### src/rtl/smg_scan_n.sv
// ============================================================================
// Module      : smg_scan_n
// Description : Parametrised multiplexed 7-segment scanner with tear-free load
//               handshake, anti-ghost blanking, polarity control, frame pulse.
//               Optional leading-zero blanking when SMG_LZB_EN is defined.
// Revision    : 1.0 - initial release
// ============================================================================
`default_nettype none

module smg_scan_n #(
    parameter int unsigned DIGITS      = 4,
    parameter int unsigned SCAN_DIV    = 50000,
    parameter int unsigned BLANK_CYC   = 16,
    parameter int unsigned SEG_ACT_LOW = 1,
    parameter int unsigned DIG_ACT_LOW = 1
) (
    input  logic                  clk,
    input  logic                  rst_n,
    input  logic [4*DIGITS-1:0]   data_in,
    input  logic [DIGITS-1:0]     dp_in,
    input  logic                  load,
    output logic                  pending,
    output logic                  frame_done,
    output logic [DIGITS-1:0]     sm_wei,
    output logic [7:0]            sm_duan
);

    localparam int c_PCNT_W = (SCAN_DIV > 1) ? $clog2(SCAN_DIV) : 1;
    localparam int c_DIG_W  = (DIGITS > 1) ? $clog2(DIGITS) : 1;
    localparam logic [c_PCNT_W-1:0] c_PCNT_MAX  = c_PCNT_W'(SCAN_DIV - 1);
    localparam logic [c_DIG_W-1:0]  c_DIG_MAX   = c_DIG_W'(DIGITS - 1);
    localparam logic [DIGITS-1:0]   c_WEI_OFF   = (DIG_ACT_LOW != 0) ? {DIGITS{1'b1}} : {DIGITS{1'b0}};
    localparam logic [7:0]          c_DUAN_OFF  = (SEG_ACT_LOW != 0) ? 8'hFF : 8'h00;

    logic [c_PCNT_W-1:0]  r_pcnt;
    logic [c_DIG_W-1:0]   r_dig;
    logic [4*DIGITS-1:0]  r_disp;
    logic [DIGITS-1:0]    r_disp_dp;
    logic [4*DIGITS-1:0]  r_shadow;
    logic [DIGITS-1:0]    r_shadow_dp;
    logic                 r_pending;
    logic                 r_frame_done;
    logic [DIGITS-1:0]    r_wei;
    logic [7:0]           r_duan;

    logic                 w_slot_end;
    logic                 w_wrap;
    logic                 w_blank;
    logic [3:0]           w_nib [DIGITS];
    logic [3:0]           w_cur_nib;
    logic                 w_cur_dp;
    logic [6:0]           w_seg;
    logic [7:0]           w_raw;
    logic [DIGITS-1:0]    w_onehot;

    assign w_slot_end = (r_pcnt == c_PCNT_MAX);
    assign w_wrap     = w_slot_end && (r_dig == c_DIG_MAX);

    generate
        if (BLANK_CYC > 0) begin : g_blank
            localparam logic [c_PCNT_W-1:0] c_BLANK_CYC = c_PCNT_W'(BLANK_CYC);
            assign w_blank = (r_pcnt < c_BLANK_CYC);
        end else begin : g_no_blank
            assign w_blank = 1'b0;
        end
    endgenerate

    always_ff @(posedge clk or negedge rst_n) begin
        if (!rst_n) begin
            r_pcnt <= '0;
            r_dig  <= '0;
        end else if (w_slot_end) begin
            r_pcnt <= '0;
            r_dig  <= w_wrap ? '0 : r_dig + c_DIG_W'(1);
        end else begin
            r_pcnt <= r_pcnt + c_PCNT_W'(1);
        end
    end

    // disp only moves at a frame boundary; a load coinciding with it bypasses shadow
    always_ff @(posedge clk or negedge rst_n) begin
        if (!rst_n) begin
            r_disp      <= '0;
            r_disp_dp   <= '0;
            r_shadow    <= '0;
            r_shadow_dp <= '0;
            r_pending   <= 1'b0;
        end else if (w_wrap) begin
            if (load) begin
                r_disp    <= data_in;
                r_disp_dp <= dp_in;
            end else if (r_pending) begin
                r_disp    <= r_shadow;
                r_disp_dp <= r_shadow_dp;
            end
            r_pending <= 1'b0;
        end else if (load) begin
            r_shadow    <= data_in;
            r_shadow_dp <= dp_in;
            r_pending   <= 1'b1;
        end
    end

    generate
        for (genvar k = 0; k < int'(DIGITS); k++) begin : g_nib
            assign w_nib[k] = r_disp[4*k +: 4];
        end
    endgenerate

    assign w_cur_nib = w_nib[r_dig];
    assign w_cur_dp  = r_disp_dp[r_dig];

    always_comb begin
        w_seg = 7'h00;
        case (w_cur_nib)
            4'h0: w_seg = 7'h3F;
            4'h1: w_seg = 7'h06;
            4'h2: w_seg = 7'h5B;
            4'h3: w_seg = 7'h4F;
            4'h4: w_seg = 7'h66;
            4'h5: w_seg = 7'h6D;
            4'h6: w_seg = 7'h7D;
            4'h7: w_seg = 7'h07;
            4'h8: w_seg = 7'h7F;
            4'h9: w_seg = 7'h6F;
            4'hA: w_seg = 7'h77;
            4'hB: w_seg = 7'h7C;
            4'hC: w_seg = 7'h39;
            4'hD: w_seg = 7'h5E;
            4'hE: w_seg = 7'h79;
            default: w_seg = 7'h71;
        endcase
    end

`ifdef SMG_LZB_EN
    logic [DIGITS-1:0] w_lz;

    // digit k is a leading zero when it and every higher nibble are zero
    generate
        for (genvar k = 0; k < int'(DIGITS); k++) begin : g_lz
            if (k == 0) begin : g_lz0
                assign w_lz[k] = 1'b0;
            end else begin : g_lzk
                assign w_lz[k] = ~|r_disp[4*DIGITS-1:4*k];
            end
        end
    endgenerate

    assign w_raw = {w_cur_dp, (w_lz[r_dig] ? 7'h00 : w_seg)};
`else
    assign w_raw = {w_cur_dp, w_seg};
`endif

    always_comb begin
        w_onehot = '0;
        for (int i = 0; i < int'(DIGITS); i++) begin
            w_onehot[i] = (r_dig == c_DIG_W'(i));
        end
    end

    always_ff @(posedge clk or negedge rst_n) begin
        if (!rst_n) begin
            r_wei        <= c_WEI_OFF;
            r_duan       <= c_DUAN_OFF;
            r_frame_done <= 1'b0;
        end else begin
            r_frame_done <= w_wrap;
            if (w_blank) begin
                r_wei  <= c_WEI_OFF;
                r_duan <= c_DUAN_OFF;
            end else begin
                r_wei  <= w_onehot ^ c_WEI_OFF;
                r_duan <= w_raw ^ c_DUAN_OFF;
            end
        end
    end

    assign pending    = r_pending;
    assign frame_done = r_frame_done;
    assign sm_wei     = r_wei;
    assign sm_duan    = r_duan;

endmodule

`default_nettype wire

### config.mk
export PLATFORM = sky130hd
export DESIGN_NAME = smg_scan_n
export DESIGN_NICKNAME = d
export VERILOG_FILES = /design/src/rtl/smg_scan_n.sv
export SDC_FILE = /design/constraint.sdc
export NUM_CORES = 1
export LEC_CHECK = 0
export ABC_AREA = 1
export CELL_PAD_IN_SITES_DETAIL_PLACEMENT = 2
export CELL_PAD_IN_SITES_GLOBAL_PLACEMENT = 2
export CORE_MARGIN = 2
export CORE_UTILIZATION = 37
export CTS_BUF_LIST = sky130_fd_sc_hd__clkbuf_2
export DETAILED_ROUTE_END_ITERATION = 6
export MAX_ROUTING_LAYER = met4
export PLACE_DENSITY_LB_ADDON = 0.1
export SLEW_MARGIN = 10
export SYNTH_ARGS = -nofsm -noshare
export SYNTH_HDL_FRONTEND = slang
export SYNTH_SLANG_ARGS = --single-unit
### constraint.sdc
create_clock -name clk -period 2.7 [get_ports clk]
set_input_delay 0.675 -clock clk [delete_from_list [all_inputs] [get_ports clk]]
set_output_delay 0.675 -clock clk [all_outputs]
set_load 0.01 [all_outputs]
==> impl_metrics.toml, run 1 <==
[clock_network]
path_clk_slew_ps = 220
clock_path_buffers = 2
h-tree-depth = 3
cts_tree = "done"
cts-root-buf = "clkbuf_2"
numCtsBuffers = 9
clock_sinks = 72
clkLatencyLatePin_ps = 540
ctsResizeCount = 0

[critical_path]
worstSetupPathType = "reg -> out"
cp_top_family = "flip-flops"
critPathMaxFanout = 1
cp_data_arrival_time_ps = 1670
rr_worst_depth = 9
cp-start-kind = "register"
max_stage_delay_ps = 580
end_kind = "output port"
crit_required_ps = 2030
path_buf_inv = 1
crit_cells = 1
worstPathCellList = "clkdlybuf4s50_1"
slowest_stage = "dfstp_2"

[pwr]
p_comb_share_pct = 7.0
p_per_area_nw_per_um2 = 440.6
p_switching_mw = 0.5092
p_sw_share_pct = 25.71
clkPwrFrac_pct = 36.4
p_leak_nw = 2.357
p_total_mw = 1.981
power.share.sequential_pct = 56.6
peakVddDrop_v = 0.0001791
p_int_mw = 1.472

[logic_synthesis]
avgSynthCellArea_um2 = 7.631
synthCells = 516
synth_seq_cells = 72
synth_top_area_share_pct = 38.13
yosysWarnings = 0
yosysUniqueCellTypes = 28
ys_seq_area_share_pct = 46.14
yosys.area.top_type = "dfrtp_1"
syn_area_um2 = 3938
syn_nets = 550
synth_area_leaders = "dfrtp_1, nand2_1, dfstp_2"

[timing]
worstMarginPinSlew_ps = 820.8
timing.slew.headroom_pct = 45.11
clock-skew-final_ps = 25.12
slew_violations = 0
fmax_mhz = 426.5
rsz0062_at_grt = "false"
fin_crit_sh_pct = 86.83
period_needed_ps = 2344
hold_viol_final = 0
fin_tns_setup_ps = 0
setup_violations = 0

[placed_design]
gp_congestion = 0.8433
portBuffers = 36
dp_hpwl_mm = 7.928

[global_route]
grt-ovfl-total = 0
grt_antenna_before_repair = 0
grt_pass1_vias = 3868
grt_first_pass_wirelength_mm = 19.13
grt_max_degree = 62
track_usage_pct = 21.74

[route]
dr.pass1.iters = 4
dr.first_iter.drc_count = 86
wire_per_inst_um = 15.73
via_per_inst = 5.068
vias = 3492
route.antenna.remaining_nets = 0
drc = 0
drt_wl_total_mm = 10.84

[die]
core_area_um2 = 10320
fp-row-count = 37
die_x_um = 107.2
dieHeight_um = 107.2
pin_count = 37
die_area_um2 = 11480
initial_core_util_pct = 38.14

[layout]
nNetsFinal = 582
post-route-util_pct = 43.55
drive_gt1_share_pct = 8.137
syn_to_final_growth_pct = 14.17
antenna_cells = 0

[worst_hold_path]
hp-class = "in -> async"

[status]
status = "complete, no violations"

[flow_run]
drv_cap = 0
## power by group through the flow
| stage | Combinational (mW) | Clock (mW) | Sequential (mW) |
|---|---|---|---|
| 2_1_floorplan | 0.0639 | 0 | 1.14 |
| 3_3_place_gp | 0.133 | 0 | 1.14 |
| 3_5_place_dp | 0.142 | 0 | 1.14 |
| 4_1_cts | 0.144 | 0.750 | 1.12 |
| 5_1_grt | 0.163 | 0.788 | 1.13 |
| 6_report | 0.138 | 0.721 | 1.12 |
## area by class of cell
cell class                 count  area, um^2
tap                          136       170.2
clock buffer                  10       50.05
multi-input combinational    361        1737
sequential                    72        1817
inverter                      60       225.2
fill                        1226        5828
timing repair buffer          44       412.9
clock inverter                 6       83.83
## logic make-up after synthesis
logic type | synth area share [%]
AND/OR/NAND/NOR | 35.18
XOR/XNOR | 1.335
AO/OA/AOI/OAI | 4.099
adder cells (fa/ha/maj) | 3.495
flip-flops | 46.14
buffers and inverters | 9.755
## routing by layer
| layer | share of wire (%) | up-vias | GRT usage (%) | wire [um] |
|---|---|---|---|---|
| met4 | 1.6 | 0 | 8.813 | 175 |
| met5 | 0 | - | - | 0 |
| met1 | 48 | 1738 | 26.67 | 5202 |
| li1 | - | 1700 | - | - |
| met3 | 1.9 | 13 | 2.614 | 205 |
| met2 | 48 | 41 | 36.48 | 5255 |
## cells in the final DEF, fill, tap and decap left out
cell             count
nand3_1             57
o22ai_1              1
nor2_1              35
nand2_1            178
nor2_8               2
clkinv_4             1
xor2_1               6
dlygate4sd3_1        1
nand3_4              1
inv_1               59
buf_2                2
o21ai_0             27
nand4_1             25
clkinv_2             3
dfstp_2             12
dfrtp_1             60
inv_2                1
ha_1                11
nor3_1               7
a21oi_1              4
nor2_4               1
nand3b_1             2
bufinv_16            2
clkdlybuf4s50_1     34
buf_4                7
clkbuf_2            10
nand2_2              3
or2_0                1
## synth_stat cells (all sizes together)
| master | instances |
|---|---|
| a21oi | 4 |
| buf | 12 |
| clkbuf | 11 |
| dfrtp | 60 |
| dfstp | 12 |
| ha | 11 |
| inv | 60 |
| nand2 | 181 |
| nand3 | 58 |
| nand3b | 2 |
| nand4 | 25 |
| nor2 | 38 |
| nor3 | 7 |
| o21ai | 27 |
| o22ai | 1 |
| or2 | 1 |
| xor2 | 6 |
## per-stage QoR
stage | hold slack, ps | setup slack, ps | area [um^2] | cells
CTS | 378.1 | 310.5 | 4496 | 689
finish | 429.3 | 355.6 | 4496 | 689
global placement | 453.3 | 497.3 | 4352 | 672
global route | 416.5 | 171.8 | 4496 | 689
detailed placement | 459.8 | 431.0 | 4352 | 672
floorplan | 379.4 | 1106 | 3938 | 516
## final timing paths
path / from / to / slack (ps)
setup / recovery: sm_duan[1] / sm_duan[1] / 360
min in group clk: r_shadow_dp[1] / r_shadow_dp[1] / 500
max in group asynchronous: rst_n / r_pcnt[15] / 1480
setup reg to reg: r_dig[0] / sm_duan[3] / 420
hold reg to reg: r_shadow_dp[1] / r_shadow_dp[1] / 500
hold / removal: rst_n / r_pcnt[13] / 430
## registers in the layout, summed over array words and instances, names as in the netlist
register	cells
r_dig	2
r_disp	16
r_pcnt	16
frame_done	1
r_shadow	16
r_shadow_dp	4
sm_wei	4
r_disp_dp	4
pending	1
sm_duan	8
## repair_timing
action / in CTS / in global routing
endpoints found under the hold margin: 1 / 0
buffers inserted: 0 / 0
hold buffers: 1 / 0
No activity file was read; power rests on OpenSTA's default activity.
==> run 2: changes to the inputs <==
--- a/config.mk
+++ b/config.mk
@@ -9,12 +9,11 @@
 export CELL_PAD_IN_SITES_DETAIL_PLACEMENT = 2
 export CELL_PAD_IN_SITES_GLOBAL_PLACEMENT = 2
 export CORE_MARGIN = 2
-export CORE_UTILIZATION = 37
+export CORE_UTILIZATION = 25
 export CTS_BUF_LIST = sky130_fd_sc_hd__clkbuf_2
 export DETAILED_ROUTE_END_ITERATION = 6
 export MAX_ROUTING_LAYER = met4
 export PLACE_DENSITY_LB_ADDON = 0.1
-export SLEW_MARGIN = 10
 export SYNTH_ARGS = -nofsm -noshare
 export SYNTH_HDL_FRONTEND = slang
 export SYNTH_SLANG_ARGS = --single-unit
==> constraint.sdc (replaced) <==
create_clock -name clk -period 2.7 [get_ports clk]
set_input_delay 0.27 -clock clk [delete_from_list [all_inputs] [get_ports clk]]
set_output_delay 0.27 -clock clk [all_outputs]
set_load 0.01 [all_outputs]
==> run 2 against run 1 <==
First-iteration DRC count grew 58%. Utilization decreased by 14 points. Clock-buffer cell count did not move. Clock power shrank 27%. Power fell by 9.9%. Register-to-register slack gained 170 ps. Global-route usage decreased by 6.6 points. Worst setup slack gained 230 ps. Die area rose by 46%. Worst hold slack worse by 240 ps. Critical endpoint is now sm_duan[3].
==> impl_metrics.toml, run 2 (same netlist as run 1, synthesis figures left out) <==
[timing]
fmax_mhz = 473.1
hold_viol_final = 0
fin_crit_sh_pct = 78.29
slew_violations = 0
worstMarginPinSlew_ps = 990.3
timing.slew.headroom_pct = 33.98
clock-skew-final_ps = 28.39
period_needed_ps = 2114
fin_tns_setup_ps = 0
setup_violations = 0
rsz0062_at_grt = "false"

[clock_network]
ctsResizeCount = 0
path_clk_slew_ps = 210
clock_path_buffers = 2
cts-root-buf = "clkbuf_2"
numCtsBuffers = 9
clkLatencyLatePin_ps = 570
h-tree-depth = 3
cts_tree = "done"
clock_sinks = 72

[global_route]
track_usage_pct = 15.12
grt-ovfl-total = 0
grt_max_degree = 73
grt_antenna_before_repair = 1
grt_first_pass_wirelength_mm = 19.06
grt_pass1_vias = 3743

[critical_path]
r2r_start = "r_dig[0]"
startpoint = "r_dig[0]"
end_kind = "register"
rr_worst_depth = 9
worstSetupPathType = "reg -> reg"
critPathMaxFanout = 14
crit_required_ps = 3210
cp_data_arrival_time_ps = 2620
cp-start-kind = "register"

[pwr]
power.share.sequential_pct = 62.8
p_per_area_nw_per_um2 = 394.1
clkPwrFrac_pct = 29.6
p_sw_share_pct = 28.62
p_switching_mw = 0.5109
p_leak_nw = 2.325
p_comb_share_pct = 7.7
p_int_mw = 1.274
peakVddDrop_v = 0.0001457

[route]
route.antenna.remaining_nets = 0
drt_wl_total_mm = 11.09
vias = 3375
drc = 0
dr.pass1.iters = 4
dr.first_iter.drc_count = 136
wire_per_inst_um = 14.51
via_per_inst = 4.418

[worst_hold_path]
whs_path_depth = 3
hold_path.startpoint = "load"
hp-class = "in -> reg"

[die]
die_x_um = 129.5
die_area_um2 = 16770
dieHeight_um = 129.5
fp-row-count = 45
initial_core_util_pct = 25.71
pin_count = 37
core_area_um2 = 15310

[layout]
nNetsFinal = 581
top_regs = "r_disp: 16 flops, r_pcnt: 16 flops, r_shadow: 16 flops"
layout_commonest_cell = "nand2_1"
syn_to_final_growth_pct = 15.03
multi_input_area_um2 = 1737
post-route-util_pct = 29.58
ff_latch_area_um2 = 1817
layout_common_cells = "nand2_1, dfrtp_1, inv_1, nand3_1, nor2_1"
fillers = 1832
drive_gt1_share_pct = 7.428

[flow_run]
drv_cap = 0

[status]
status = "complete, no violations"

[placed_design]
portBuffers = 36
dp_hpwl_mm = 8.059
gp_congestion = 0.7803
## run 2: cell count changes in the layout (fill, tap and decap cells not counted)
cell / previous run / this run
diode_2: 0 / 1
clkinv_4: 1 / 0
clkinv_1: 0 / 3
bufinv_16: 2 / 0
buf_2: 2 / 1
## run 2: worst paths after layout
check | endpoint | slack, ps
max | sm_duan[3] | 590
min | r_shadow_dp[2] | 190
max reg2reg | sm_duan[3] | 590
min reg2reg | r_shadow[2] | 500
max in group asynchronous | r_disp_dp[3] | 1680
min in group asynchronous | r_pcnt[9] | 380
## run 2: power groups by stage
stage | Sequential, mW | Clock, mW | Combinational (mW)
final | 1.12 | 0.528 | 0.137
after global routing | 1.13 | 0.623 | 0.160
after CTS | 1.12 | 0.583 | 0.143
after detailed placement | 1.14 | 0 | 0.142
after global placement | 1.14 | 0 | 0.135
after floorplan | 1.14 | 0 | 0.0639
## run 2: layout make-up
type                    count  share of cell area (%)
diodes                      1                 0.05525
clock buffers              10                   1.105
clock inverters             6                  0.5801
inverters                  60                   4.972
multi-input cells         361                   38.34
flip-flops and latches     72                   40.11
well taps                 211                   5.829
repair buffers             43                   9.006
## run 2: what timing repair did
| item | 4_1_cts | 5_1_grt |
|---|---|---|
| hold buffers | 1 | 0 |
| setup endpoints to repair | 0 | 0 |
| endpoints found under the hold margin | 60 | 0 |
| buffers inserted | 0 | 0 |
## run 2: metal layers
| layer | GRT usage, % | up-vias | part of all wire, % |
|---|---|---|---|
| met2 | 25.17 | 39 | 48 |
| met3 | 2.353 | 11 | 2.3 |
| met5 | - | - | 0 |
| li1 | - | 1698 | - |
| met1 | 18.56 | 1627 | 48 |
| met4 | 5.693 | 0 | 1.2 |
## run 2: per-stage QoR
stage	total power [mW]	area (um^2)	instances	worst slack, ps	hold slack (ps)
finish	1.785	4529	764	586.2	189.1
global route	1.910	4529	764	267.1	172.3
CTS	1.847	4527	763	573.4	94.18
detailed placement	1.281	4441	746	619.7	461.2
global placement	1.273	4441	746	743.3	453.2
floorplan	1.200	3938	516	1119	-25.59
## run 2: worst max-delay path, stage by stage, from the launching register on
cell and delay, ps:
dfrtp_1 640, inv_1 310, nand2_1 130, nand3_1 80, nand2_1 170, inv_1 120
ha_1 220, nand3b_1 200, nand3_1 120, nand3_1 70
